--- src/rtl/inferno_rom_loader_if.sv ---
// Download bus between the HPS ioctl stream (master side) and the williams2 ROM loader (slave side).
interface inferno_rom_loader_if;
  logic        ioctl_download;
  logic        ioctl_wr;
  logic [24:0] ioctl_addr;
  logic [7:0]  ioctl_dout;
  logic [15:0] ioctl_index;
  logic [17:0] dn_addr;
  logic [7:0]  dn_data;
  logic        dn_wr;
  logic [3:0]  dn_region;

  modport master (
    output ioctl_download, ioctl_wr, ioctl_addr, ioctl_dout, ioctl_index,
    input  dn_addr, dn_data, dn_wr, dn_region
  );

  modport slave (
    input  ioctl_download, ioctl_wr, ioctl_addr, ioctl_dout, ioctl_index,
    output dn_addr, dn_data, dn_wr, dn_region
  );
endinterface

--- src/rtl/inferno_rom_loader.sv ---
// ROM download front-end: registers/decodes ioctl bytes, checks length and range, holds core reset.
// Optional per-region byte sums enabled by defining LOADER_CHECKSUM_EN.
module inferno_rom_loader #(
  parameter logic [17:0] EXPECTED_LEN = 18'h30400,
  parameter int          HOLD_CYCLES  = 16,
  parameter int          PROM_SIZE    = 1024
`ifdef LOADER_CHECKSUM_EN
  ,
  parameter logic [31:0] EXPECTED_SUM = 32'h0
`endif
) (
  input  logic                       clk_sys,
  input  logic                       reset,
  inferno_rom_loader_if.slave        bus,
  output logic                       core_reset,
  output logic                       load_done,
  output logic                       load_err,
  output logic [17:0]                byte_count
`ifdef LOADER_CHECKSUM_EN
  ,
  output logic [31:0]                region_sum
`endif
);

  typedef enum logic [1:0] {S_IDLE, S_LOAD, S_HOLD, S_DONE} state_t;

  localparam logic [7:0]  HOLD_INIT = 8'(HOLD_CYCLES - 1);
  localparam logic [16:0] PROM_LIM  = 17'(PROM_SIZE);

  state_t      r_state;
  state_t      w_state_nxt;
  logic        w_enter_load;
  logic        w_core_reset;

  logic [7:0]  r_hold;
  logic [17:0] r_byte_count;
  logic        r_range_err;
  logic        r_load_done;
  logic        r_load_err;
  logic [17:0] r_dn_addr;
  logic [7:0]  r_dn_data;
  logic        r_dn_wr;
  logic [3:0]  r_dn_region;

  logic        w_idx0;
  logic        w_start;
  logic        w_accept;
  logic [1:0]  w_region;
  logic        w_oob;
  logic        w_write;
  logic        w_hold_done;
  logic        w_sum_err;
  logic        w_final_err;

  assign w_idx0      = (bus.ioctl_index == 16'd0);
  assign w_start     = bus.ioctl_download && w_idx0;
  assign w_accept    = (r_state == S_LOAD) && bus.ioctl_wr && w_idx0;
  assign w_region    = bus.ioctl_addr[17:16];
  assign w_oob       = (|bus.ioctl_addr[24:18]) ||
                       ((w_region == 2'd3) && ({1'b0, bus.ioctl_addr[15:0]} >= PROM_LIM));
  assign w_write     = w_accept && !w_oob;
  assign w_hold_done = (r_state == S_HOLD) && (r_hold == 8'd0);
  assign w_final_err = r_range_err || (r_byte_count != EXPECTED_LEN) || w_sum_err;

`ifdef LOADER_CHECKSUM_EN
  logic [3:0][7:0] r_sum;

  always_ff @(posedge clk_sys) begin
    if (reset) begin
      r_sum <= '0;
    end else if (w_enter_load) begin
      r_sum <= '0;
    end else if (w_write) begin
      r_sum[w_region] <= r_sum[w_region] + bus.ioctl_dout;
    end
  end

  // A zero expected sum means "no reference available", so skip the compare.
  assign w_sum_err  = (EXPECTED_SUM != 32'h0) && (r_sum != EXPECTED_SUM);
  assign region_sum = r_sum;
`else
  assign w_sum_err  = 1'b0;
`endif

  always_ff @(posedge clk_sys) begin
    if (reset) r_state <= S_IDLE;
    else       r_state <= w_state_nxt;
  end

  always_comb begin
    w_state_nxt  = r_state;
    w_enter_load = 1'b0;
    w_core_reset = 1'b1;
    case (r_state)
      S_IDLE: begin
        if (w_start) begin
          w_state_nxt  = S_LOAD;
          w_enter_load = 1'b1;
        end
      end
      S_LOAD: begin
        if (!bus.ioctl_download) w_state_nxt = S_HOLD;
      end
      S_HOLD: begin
        if (r_hold == 8'd0) w_state_nxt = S_DONE;
      end
      S_DONE: begin
        w_core_reset = 1'b0;
        if (w_start) begin
          w_state_nxt  = S_LOAD;
          w_enter_load = 1'b1;
        end
      end
      default: w_state_nxt = S_IDLE;
    endcase
  end

  always_ff @(posedge clk_sys) begin
    if (reset) begin
      r_hold       <= 8'd0;
      r_byte_count <= 18'd0;
      r_range_err  <= 1'b0;
      r_load_done  <= 1'b0;
      r_load_err   <= 1'b0;
      r_dn_addr    <= 18'd0;
      r_dn_data    <= 8'd0;
      r_dn_wr      <= 1'b0;
      r_dn_region  <= 4'd0;
    end else begin
      r_dn_wr <= w_write;
      if (w_accept) begin
        r_dn_addr   <= bus.ioctl_addr[17:0];
        r_dn_data   <= bus.ioctl_dout;
        r_dn_region <= 4'b0001 << w_region;
      end

      if ((r_state == S_LOAD) && !bus.ioctl_download) r_hold <= HOLD_INIT;
      else if ((r_state == S_HOLD) && (r_hold != 8'd0)) r_hold <= r_hold - 8'd1;

      if (w_enter_load) begin
        r_byte_count <= 18'd0;
        r_range_err  <= 1'b0;
        r_load_done  <= 1'b0;
        r_load_err   <= 1'b0;
      end else begin
        if (w_accept && (r_byte_count != 18'h3FFFF)) r_byte_count <= r_byte_count + 18'd1;
        // Range errors are latched here and published with the verdict, so flags stay put mid-load.
        if (w_accept && w_oob) r_range_err <= 1'b1;
        if (w_hold_done) begin
          r_load_err  <= w_final_err;
          r_load_done <= ~w_final_err;
        end
      end
    end
  end

  assign bus.dn_addr   = r_dn_addr;
  assign bus.dn_data   = r_dn_data;
  assign bus.dn_wr     = r_dn_wr;
  assign bus.dn_region = r_dn_region;
  assign core_reset    = w_core_reset;
  assign load_done     = r_load_done;
  assign load_err      = r_load_err;
  assign byte_count    = r_byte_count;

endmodule
--- src/flat_wrapper.sv ---
// flat-port wrapper written by rule: the top's interface ports become plain ports
module inferno_rom_loader_flat 
#(
  parameter logic [17:0] EXPECTED_LEN = 18'h30400,
  parameter int          HOLD_CYCLES  = 16,
  parameter int          PROM_SIZE    = 1024

)
  (clk_sys, reset, core_reset, load_done, load_err, byte_count, bus_ioctl_download, bus_ioctl_wr, bus_ioctl_addr, bus_ioctl_dout, bus_ioctl_index, bus_dn_addr, bus_dn_data, bus_dn_wr, bus_dn_region);
  inferno_rom_loader_if bus_i ();
  input  logic clk_sys;
  input  logic reset;
  output logic core_reset;
  output logic load_done;
  output logic load_err;
  output logic [17:0] byte_count;
  input wire logic [$bits(bus_i.ioctl_download)-1:0] bus_ioctl_download;
  input wire logic [$bits(bus_i.ioctl_wr)-1:0] bus_ioctl_wr;
  input wire logic [$bits(bus_i.ioctl_addr)-1:0] bus_ioctl_addr;
  input wire logic [$bits(bus_i.ioctl_dout)-1:0] bus_ioctl_dout;
  input wire logic [$bits(bus_i.ioctl_index)-1:0] bus_ioctl_index;
  output wire logic [$bits(bus_i.dn_addr)-1:0] bus_dn_addr;
  output wire logic [$bits(bus_i.dn_data)-1:0] bus_dn_data;
  output wire logic [$bits(bus_i.dn_wr)-1:0] bus_dn_wr;
  output wire logic [$bits(bus_i.dn_region)-1:0] bus_dn_region;
  assign bus_i.ioctl_download = bus_ioctl_download;
  assign bus_i.ioctl_wr = bus_ioctl_wr;
  assign bus_i.ioctl_addr = bus_ioctl_addr;
  assign bus_i.ioctl_dout = bus_ioctl_dout;
  assign bus_i.ioctl_index = bus_ioctl_index;
  assign bus_dn_addr = bus_i.dn_addr;
  assign bus_dn_data = bus_i.dn_data;
  assign bus_dn_wr = bus_i.dn_wr;
  assign bus_dn_region = bus_i.dn_region;
  inferno_rom_loader #(.EXPECTED_LEN(EXPECTED_LEN), .HOLD_CYCLES(HOLD_CYCLES), .PROM_SIZE(PROM_SIZE)) u_core (.clk_sys(clk_sys), .reset(reset), .bus(bus_i), .core_reset(core_reset), .load_done(load_done), .load_err(load_err), .byte_count(byte_count));
endmodule
--- config.mk ---
export PLATFORM = sky130hd
export DESIGN_NAME = inferno_rom_loader_flat
export DESIGN_NICKNAME = d
export VERILOG_FILES = /design/src/rtl/inferno_rom_loader_if.sv /design/src/rtl/inferno_rom_loader.sv /design/src/flat_wrapper.sv
export SDC_FILE = /design/constraint.sdc
export NUM_CORES = 1
export LEC_CHECK = 0
export ABC_CLOCK_PERIOD_IN_PS = 3200
export BUFFER_PORTS_ARGS = -buffer_cell sky130_fd_sc_hd__buf_2
export CAP_MARGIN = 30
export CORE_MARGIN = 5
export CORE_UTILIZATION = 54
export DETAILED_ROUTE_END_ITERATION = 16
export PLACE_DENSITY = 0.93
export SYNTH_ARGS = -nofsm -noshare
export SYNTH_HDL_FRONTEND = slang
export SYNTH_SLANG_ARGS = --single-unit
--- constraint.sdc ---
create_clock -name clk_sys -period 3.2 [get_ports clk_sys]
set_clock_uncertainty 0.15 [all_clocks]
set_input_delay 0 -clock clk_sys [delete_from_list [all_inputs] [get_ports clk_sys]]
set_output_delay 0 -clock clk_sys [all_outputs]
set_load 0.01 [all_outputs]
==> reports/metrics.yaml <==
outcome: "complete, no violations"
ys_warn_count: 0
clk_latency_ns: 0.35
drive_above_1_share_pct: 29.8
synth_fp_nets: 399
die-area_um2: 7100
synth.distinct_cells: 45
syn_area_per_cell_um2: 8.76
syn_to_final_growth_pct: 35.8
max_stage_delay_ns: 0.74
dp_cells: 504
vdd_drop_max_mv: 0.345
drv_slew: 0
fillers: 373
critPathTopFamily: "simple AND/OR/NAND/NOR gates"
die_y_um: 84.3
powerDensity_nw_per_um2: 539
relSlewSlack_pct: 33.9
utilization_pct: 74.3
path_cells: "inv_1 > ha_1 > and2_1 > nand2_1 > nand2_1 > a21oi_1"
cp-start-kind: "register"
critPathBufInv: 1
dr.pass1.iters: 6
drt_iter0_markers: 284
io_buffer_count: 104
ff_latch_area_um2: 1240
rsz0062_at_grt: "no"
track_usage_pct: 26.0
synth_edf_count: 0
pwr-share-clk_pct: 34.6
hold_viol_final: 0
fin_setup_tns_ns: 0
grt_first_pass_wirelength_um: 14800
crit_fanout: 31
cts-root-buf: "clkbuf_8"
multiInputGateArea_um2: 1620
die_w_um: 84.3
drtAntennaViolNets: 0
core-area_um2: 5440
nNetsFinal: 532
synth_seq_area_share_pct: 41.7
syn_area_um2: 2980
cp.required_ns: 3.32
wl_um: 9310
max_freq_mhz: 419
r2r_setup_slack_ns: 0.81
min-delay-start: "bus_ioctl_index[15]"
synthArstFlopShare_pct: 0
cts_tree: "yes"
hp-class: "in -> reg"
critPathCaptureType: "register"
power.switching_mw: 0.668
whs_path_depth: 5
netSwitchingFraction_pct: 30.6
vias: 3140
grt_max_degree: 41
cts_sinks: 62
antenna_found_initial: 0
synth_seq_cells: 62
cts.clk_slew.worst_paths_ns: 0.07
cts_max_path_buffers: 2
period_minus_slack_ns: 2.39
stdcell_count: 548
combPwrFrac_pct: 23.6
grt_overflow: 0
ios: 105
cts_buffers: 9
fin_crit_sh_pct: 74.7
drv_cap: 0
synth_ff_type: "dfxtp_1"
worst_pin_slew_ns: 0.989
gp_congestion: 0.978
hold_end: "u_core.r_state[0]"
final_cell_mix: "buf_2 (104), nand2_1 (71), dfxtp_1 (62)"
drc: 0
p_total_mw: 2.18
r2r-end: "u_core.bus.dn_addr[5]"
intPower_mw: 1.51
dpl.hpwl_um: 5750
critPathMostFrequentCell: "nand2_1"
slowest_stage: "nand2_1"
wire_per_inst_um: 17.0
reg2reg_depth: 6
crit_arrival_ns: 2.51
grt_pass1_vias: 3108
p_leak_nw: 1.65
num_rows: 27
vias_per_cell: 5.73
syn_inst: 340
timing.rr.start: "u_core.r_state[1]"
setup_viol: 0
n_antenna_cell: 0
h-tree-depth: 3
layout_commonest_cell: "buf_2"
cts_setup_buffers: 0
seqPwrFrac_pct: 41.8
critical_path_class: "reg -> reg"
initial_utilization_pct: 54.8
routing by layer:
| layer | wire length, um | GRT usage (%) | vias to the layer above |
|---|---|---|---|
| met1 | 3420 | 28.3 | 1442 |
| met3 | 631 | 4.91 | 56 |
| li1 | - | - | 1455 |
| met5 | 0 | 0 | - |
| met2 | 4710 | 45.5 | 187 |
| met4 | 548 | 17.7 | 0 |
worst register-to-register path, cell delays in order, from the launching register on:
cell and delay (ns):
dfxtp_1 0.41, inv_1 0.09, ha_1 0.26, and2_1 0.22, nand2_1 0.74, nand2_1 0.21, a21oi_1 0.23
worst max-delay path by stage:
stage | startpoint | endpoint | slack (ns) | cells past startpoint
after CTS | u_core.byte_count[0] | u_core.byte_count[13] | 0.85 | 7
after global routing | u_core.byte_count[0] | u_core.byte_count[13] | 0.69 | 7
final | u_core.r_state[1] | u_core.bus.dn_addr[5] | 0.81 | 6
after detailed placement | u_core.byte_count[0] | u_core.byte_count[13] | 0.87 | 7
after floorplan | u_core.byte_count[0] | u_core.byte_count[13] | 1.17 | 7
after global placement | u_core.byte_count[0] | u_core.byte_count[13] | 0.98 | 7
timing repair:
item,CTS,global route
setup endpoints to repair,0,0
gates resized for setup,0,0
hold endpoints to repair,33,0
hold buffers,30,0
logic make-up after synthesis:
kind of cell | Yosys count | synth area share, %
compound gates | 66 | 16.3
xor+xnor | 18 | 5.29
fa+ha+maj | 6 | 2.52
buf+inv | 25 | 3.99
flops | 62 | 41.7
mux | 2 | 0.672
simple gates | 161 | 29.6
per-stage QoR:
stage / worst slack (ns) / cell area, um^2 / hold WS [ns]
after floorplan: 1.17 / 2980 / -0.0140
after global placement: 0.979 / 3530 / 0.0900
after detailed placement: 0.870 / 3530 / 0.0963
after CTS: 0.855 / 4040 / 0.0115
after global routing: 0.695 / 4040 / 0.0332
final: 0.811 / 4040 / 0.00505
sequential cells by signal (all words and copies together) (netlist names):
register	flops
u_core.bus.dn_addr	18
u_core.bus.dn_data	8
u_core.bus.dn_region	4
u_core.bus.dn_wr	1
u_core.byte_count	18
u_core.load_done	1
u_core.load_err	1
u_core.r_hold	8
u_core.r_range_err	1
u_core.r_state	2
power by group through the flow:
stage	logic (mW)	registers, mW	clock network, mW
final	0.513	0.911	0.755
after global routing	0.558	0.914	0.790
after CTS	0.494	0.903	0.747
after detailed placement	0.459	0.920	0
after global placement	0.437	0.910	0
after floorplan	0.344	0.905	0
cells in the mapped netlist, types with 2 or more instances:
| master | count | area share [%] |
|---|---|---|
| a2111oi_2 | 2 | 1.0 |
| a2111oi_4 | 2 | 1.8 |
| a211oi_1 | 2 | 0.50 |
| a211oi_2 | 5 | 2.1 |
| a21oi_1 | 40 | 6.7 |
| a31oi_1 | 4 | 0.84 |
| and2_1 | 2 | 0.42 |
| and3_1 | 5 | 1.1 |
| and4_1 | 3 | 0.88 |
| and4b_1 | 2 | 0.67 |
| buf_2 | 5 | 0.84 |
| buf_6 | 2 | 0.76 |
| clkbuf_1 | 7 | 0.88 |
| dfxtp_1 | 62 | 42 |
| ha_1 | 6 | 2.5 |
| inv_1 | 10 | 1.3 |
| mux2i_1 | 2 | 0.67 |
| nand2_1 | 71 | 8.9 |
| nand2b_1 | 2 | 0.42 |
| nand3_1 | 7 | 1.2 |
| nand3b_1 | 2 | 0.50 |
| nand4_1 | 6 | 1.3 |
| nor2_1 | 32 | 4.0 |
| nor3_1 | 4 | 0.67 |
| nor4_1 | 6 | 1.3 |
| nor4_4 | 6 | 4.3 |
| nor4b_1 | 3 | 0.88 |
| o21a_1 | 2 | 0.50 |
| o21ai_0 | 2 | 0.34 |
| o31ai_1 | 2 | 0.50 |
| or3_1 | 2 | 0.42 |
| or4_1 | 3 | 0.76 |
| xnor2_1 | 16 | 4.7 |
| xor2_1 | 2 | 0.59 |
final cells by class:
cell class                      count  share of cell area [%]
Tap cell                           72                    2.23
Clock inverter                      4                    1.80
Timing Repair Buffer              137                    20.9
Sequential cell                    62                    30.7
Inverter                           10                   0.929
Multi-Input combinational cell    253                    40.1
Clock buffer                       10                    3.40
Power figures use the tool's default switching activity.
